$ cat config.mk
export PLATFORM = sky130hd
export DESIGN_NAME = fft_frame_sequencer
export DESIGN_NICKNAME = d
export VERILOG_FILES = /design/src/rtl/fft_frame_sequencer.sv
export SDC_FILE = /design/constraint.sdc
export NUM_CORES = 1
export LEC_CHECK = 0
export ABC_CLOCK_PERIOD_IN_PS = 5400
export CAP_MARGIN = 0
export CORE_ASPECT_RATIO = 1.1
export CORE_MARGIN = 5
export CORE_UTILIZATION = 43
export DETAILED_ROUTE_END_ITERATION = 12
export PLACE_DENSITY = 0.92
export SYNTH_ARGS = -nofsm -noshare
export SYNTH_HDL_FRONTEND = slang
export SYNTH_SLANG_ARGS = --single-unit
export TNS_END_PERCENT = 10
$ cat constraint.sdc
create_clock -name clk -period 5.4 [get_ports clk]
set_input_delay 1.35 -clock clk [delete_from_list [all_inputs] [get_ports clk]]
set_output_delay 1.35 -clock clk [all_outputs]
set_load 0.01 [all_outputs]
$ cat src/rtl/fft_frame_sequencer.sv
// fft_frame_sequencer: runs the FFT core's config handshake, then streams
// frame sets of NUM_CH channels (one NFFT-sample frame each, tlast on the
// final sample) out of the ring buffer into the FFT data port.
// A reconfig request during a frame set is remembered and serviced once the
// set has finished. A frame request arriving while a set cannot start is
// reported on frame_overrun.
module fft_frame_sequencer #(
   parameter int NUM_CH    = 4,
   parameter int NFFT_LOG2 = 10,
   parameter int DATA_W    = 32,
   parameter int CFG_W     = 16,
   parameter int CH_W      = 2
) (
   input  logic                 clk,
   input  logic                 reset_b,
   input  logic [CFG_W-1:0]     cfg_word,
   input  logic                 reconfig,
   input  logic                 frame_req,
   input  logic                 s_axis_config_tready,
   output logic                 s_axis_config_tvalid,
   output logic [CFG_W-1:0]     s_axis_config_tdata,
   output logic [CH_W-1:0]      buf_rd_ch,
   output logic [NFFT_LOG2-1:0] buf_rd_addr,
   input  logic [DATA_W-1:0]    buf_rd_data,
   input  logic                 s_axis_data_tready,
   output logic                 s_axis_data_tvalid,
   output logic [DATA_W-1:0]    s_axis_data_tdata,
   output logic                 s_axis_data_tlast,
   output logic                 config_done,
   output logic                 busy,
   output logic                 frame_done,
   output logic                 frame_overrun,
   output logic [15:0]          frames_sent
);

   localparam logic [NFFT_LOG2-1:0] ADDR_LAST = '1;
   localparam logic [CH_W-1:0]      CH_LAST   = CH_W'(NUM_CH - 1);

   typedef enum logic [2:0] {
      ST_IDLE,
      ST_CONFIG,
      ST_READY,
      ST_SEND,
      ST_DONE
   } state_t;

   state_t               state_q, state_d;
   logic [CFG_W-1:0]     cfg_tdata_q, cfg_tdata_d;
   logic                 config_done_q, config_done_d;
   logic                 pending_q, pending_d;
   logic                 overrun_q, overrun_d;
   logic [CH_W-1:0]      ch_q, ch_d;
   logic [NFFT_LOG2-1:0] addr_q, addr_d;
   logic [15:0]          frames_sent_q, frames_sent_d;
   logic                 enter_cfg;

   // Next-state logic: sequencing, channel/sample counters, reconfig bookkeeping.
   always_comb begin
      state_d       = state_q;
      cfg_tdata_d   = cfg_tdata_q;
      config_done_d = config_done_q;
      pending_d     = pending_q;
      ch_d          = ch_q;
      addr_d        = addr_q;
      frames_sent_d = frames_sent_q;
      enter_cfg     = 1'b0;
      // A frame request is honoured only in READY when no reconfig takes precedence.
      overrun_d     = frame_req & ~((state_q == ST_READY) & ~reconfig & ~pending_q);

      case (state_q)
         ST_IDLE: begin
            enter_cfg = 1'b1;
         end
         ST_CONFIG: begin
            if (reconfig) begin
               pending_d = 1'b1;
            end
            if (s_axis_config_tready) begin
               state_d       = ST_READY;
               config_done_d = 1'b1;
            end
         end
         ST_READY: begin
            if (reconfig || pending_q) begin
               enter_cfg = 1'b1;
            end else if (frame_req) begin
               state_d = ST_SEND;
               ch_d    = '0;
               addr_d  = '0;
            end
         end
         ST_SEND: begin
            if (reconfig) begin
               pending_d = 1'b1;
            end
            if (s_axis_data_tready) begin
               if (addr_q == ADDR_LAST) begin
                  if (ch_q == CH_LAST) begin
                     state_d = ST_DONE;
                  end else begin
                     ch_d   = ch_q + CH_W'(1);
                     addr_d = '0;
                  end
               end else begin
                  addr_d = addr_q + NFFT_LOG2'(1);
               end
            end
         end
         ST_DONE: begin
            frames_sent_d = frames_sent_q + 16'd1;
            if (reconfig || pending_q) begin
               enter_cfg = 1'b1;
            end else begin
               state_d = ST_READY;
            end
         end
         default: begin
            state_d = ST_IDLE;
         end
      endcase

      if (enter_cfg) begin
         state_d       = ST_CONFIG;
         cfg_tdata_d   = cfg_word;
         config_done_d = 1'b0;
         pending_d     = 1'b0;
      end
   end

   // State and datapath registers with synchronous active-low reset.
   always_ff @(posedge clk) begin
      if (!reset_b) begin
         state_q       <= ST_IDLE;
         cfg_tdata_q   <= '0;
         config_done_q <= 1'b0;
         pending_q     <= 1'b0;
         overrun_q     <= 1'b0;
         ch_q          <= '0;
         addr_q        <= '0;
         frames_sent_q <= '0;
      end else begin
         state_q       <= state_d;
         cfg_tdata_q   <= cfg_tdata_d;
         config_done_q <= config_done_d;
         pending_q     <= pending_d;
         overrun_q     <= overrun_d;
         ch_q          <= ch_d;
         addr_q        <= addr_d;
         frames_sent_q <= frames_sent_d;
      end
   end

   assign s_axis_config_tvalid = (state_q == ST_CONFIG);
   assign s_axis_config_tdata  = cfg_tdata_q;
   assign buf_rd_ch            = ch_q;
   assign buf_rd_addr          = addr_q;
   assign s_axis_data_tvalid   = (state_q == ST_SEND);
   assign s_axis_data_tdata    = (state_q == ST_SEND) ? buf_rd_data : '0;
   assign s_axis_data_tlast    = (state_q == ST_SEND) && (addr_q == ADDR_LAST);
   assign config_done          = config_done_q;
   assign busy                 = (state_q == ST_CONFIG) || (state_q == ST_SEND) || (state_q == ST_DONE);
   assign frame_done           = (state_q == ST_DONE);
   assign frame_overrun        = overrun_q;
   assign frames_sent          = frames_sent_q;

endmodule
==> results.md <==
* Placement Setup Slack at roughly 1.5 ns
* Synth top cells by count: 50 x dfxtp_1, 34 x and2_1, 27 x nand3_1
* DR vias/cell at 5.67
* Final wirelength at 8980 µm
* CP Max Fanout at 34
* Placeable core area at 5840 µm²
* Detailed Route Iter0 Violations at 171
* CP Launch Type: flop
* Post-cts repair resize count at 0
* Clock Sinks at 50
* Predominant post-synthesis flop cell: dfxtp_1
* Port bufs at 136
* Async set or reset register ratio after synthesis at 0%
* CP required at 4.05 ns
* CP Class: reg -> out
* Overall Global Routing Usage at 22.4%
* Setup Fix Bufs, Post-CTS at 0
* Crit path time final at 4.09 ns
* Setup Viol. Count Final at 0
* Worst-Margin Slew at 0.861 ns
* Critical path buffer and inverter count at 2
* Final Hold Violating Endpoints at 0
* DRT antenna net count at 0
* First-pass GRT wire length at 14200 µm
* Switching share of power at 23.1%
* Num rows at 29
* Initial antenna violation count at 0
* Fmax at between 200 and 250 MHz
* H-tree depth at 2
* Seq pwr share at 45.2%
* Unrepaired setup endpoints after global routing: false
* CTS tree: yes
* Clock Latency Late Sink at 0.30 ns
* Die Y at 91.8 µm
* I/O pin total at roughly 140
* Final HPWL DP at about 7000 µm
* Maximum vdd drop at ~150 µV
* Psw at a little under 200 µW
* Area Growth Syn to Fin at 58.2%
* Logic pwr share at 17.0%
* Worst setup margin at around 1.3 ns
* Slew margin rel. at 42.1%
* Sequential area share after synthesis at 38.3%
* Clock network power share at about 38%
* Final nets at 503
* Fin crit share at 75.7%
* Area contributors post-synth: dfxtp_1 38%, and2_1 8.1%, nand3_1 5.2%
* Status: finished, final reports clean
* Largest net degree at the start of global routing at 35
* Cell count after synthesis at 323
* Final Slew Violations at 0
* Cell taking the most area after synthesis: dfxtp_1
* Synthesized Nets at 380
* Setup TNS at 0 ns
* CP peak stage delay at roughly 0.65 ns
* Critical path capture point type: output port
* Die footprint at 7750 µm²
* Unique masters post-synth at 51
* Post-synth EDFFs at 0
* Hold Crit Class: reg -> reg
* CTS clk-pin slew, worst paths at 0.09 ns
* Synth Area per Inst at 8.10 µm²
* Util after Layout at 70.9%
* Syn Std Cell Area at 2620 µm²
* Grt ovf at 0
* Gpl congestion at 0.854
* Pleak at 0.00146 µW
* Initial Utilization at between 40% and 50%
* Max_cap viols at 0
* Drt drc at 0
* Crit-path cells: nand3b_1, inv_1, and2_1, clkdlybuf4s50_1
* Avg WL per Cell at 17.1 µm
* Yosys reg bits at 50
* Vias in the first global route at 2873
* Number of buffers created by CTS at 5
* Yosys warnings at 0
* Die Wd at 84.4 µm
* DR vias at 2970
* Power Dens Cells at 207 nW/µm²
* Layout cells sized above 1 at 3.80%
* Int Pwr at 659 µW
* CP Data Arrival Time at approximately 2.7 ns
* Clk root buf: clkbuf_8
* # hold bufs at CTS at 0
* Top-area cell type share of the netlist area at 38.3%
* Top-count cell post-synth: dfxtp_1
* Ant diodes at 0
* Top delay family on crit path: buffers and inverters
* CP max-delay cell: inv_1
* Worst Clk Skew at about 0.0063 ns
* Max clock buf depth at 2
* DRT Pass-1 Iters at 4
cells in the final DEF, fill, tap and decap left out, types with 3 or more instances in the layout:
cell type,count
nor3_1,3
and3_1,5
xor2_1,5
ha_1,3
o21ai_0,23
clkbuf_8,6
mux2i_1,3
or4_1,4
inv_1,8
xnor2_1,5
o31ai_1,3
a21oi_1,23
nor2_1,20
a211oi_1,5
nand4_1,9
clkdlybuf4s50_1,136
and2_1,34
o22ai_1,6
nand2b_1,6
nand2_1,20
dfxtp_1,50
or3_1,5
nand3_1,27
flip-flops by register name, summed over array words and instances, names as in the netlist:
register             count
buf_rd_addr             10
buf_rd_ch                2
config_done              1
frame_overrun            1
frames_sent             16
pending_q                1
s_axis_config_tdata     16
state_q                  3
routing by layer:
metal | share of wire [%] | track usage [%] | up-vias
met5 | 0 | 0 | -
met4 | 3.1 | 9.23 | 0
met3 | 12 | 9.23 | 17
met2 | 47 | 36.5 | 162
met1 | 38 | 26.1 | 1378
li1 | - | - | 1413
worst reg2reg max path, stage by stage (launching register included):
cell     delay [ns]
dfxtp_1        0.32
buf_4          0.23
or4b_1         0.54
a21o_1         0.32
or3_1          0.54
o41ai_2        0.27
area by class of cell:
| type | instances | area, µm² |
|---|---|---|
| fillers | 466 | 1700 |
| multi-input cells | 242 | 1490 |
| repair buffers | 138 | 1380 |
| flip-flops and latches | 50 | 1000 |
| well taps | 77 | 96.3 |
| clock buffers | 6 | 82.6 |
| clock inverters | 2 | 60.1 |
| inverters | 9 | 33.8 |
per-stage QoR:
step                hold slack [ns]  std cells  power, µW  instance area, µm²
CTS                           0.479        524        862                4140
floorplan                     0.490        323        452                2620
global placement              0.455        516        538                4000
global route                  0.501        524        888                4140
detailed placement            0.467        516        542                4000
finish                        0.480        524        857                4140
path summary, 6_finish.rpt:
path | cells after the start | startpoint | slack [ns] | end
worst max register to register | 5 | state_q[0] | 3.07 | buf_rd_addr[6]
worst max-delay path | 4 | state_q[1] | 1.31 | s_axis_data_tdata[9]
worst min register to register | 2 | s_axis_config_tdata[8] | 0.48 | s_axis_config_tdata[8]
worst min-delay path | 2 | s_axis_config_tdata[8] | 0.48 | s_axis_config_tdata[8]
cells by family (layout without fill, tap and decap cells):
family	after synthesis	after routing	share of synthesized area [%]
simple gates	146	146	31.3
compound gates	78	78	19.0
flops	50	50	38.3
buf+inv	31	155	4.78
xor+xnor	10	10	3.35
fa+ha+maj	5	5	2.20
mux	3	3	1.15
power by group through the flow:
stage | Combinational, µW | Sequential, µW | Clock (µW)
after floorplan | 54.2 | 398 | 0
after global placement | 143 | 395 | 0
after detailed placement | 146 | 396 | 0
after CTS | 147 | 387 | 328
after global routing | 157 | 388 | 342
final | 146 | 387 | 323
Note: power is estimated with default switching activity, not from simulation.
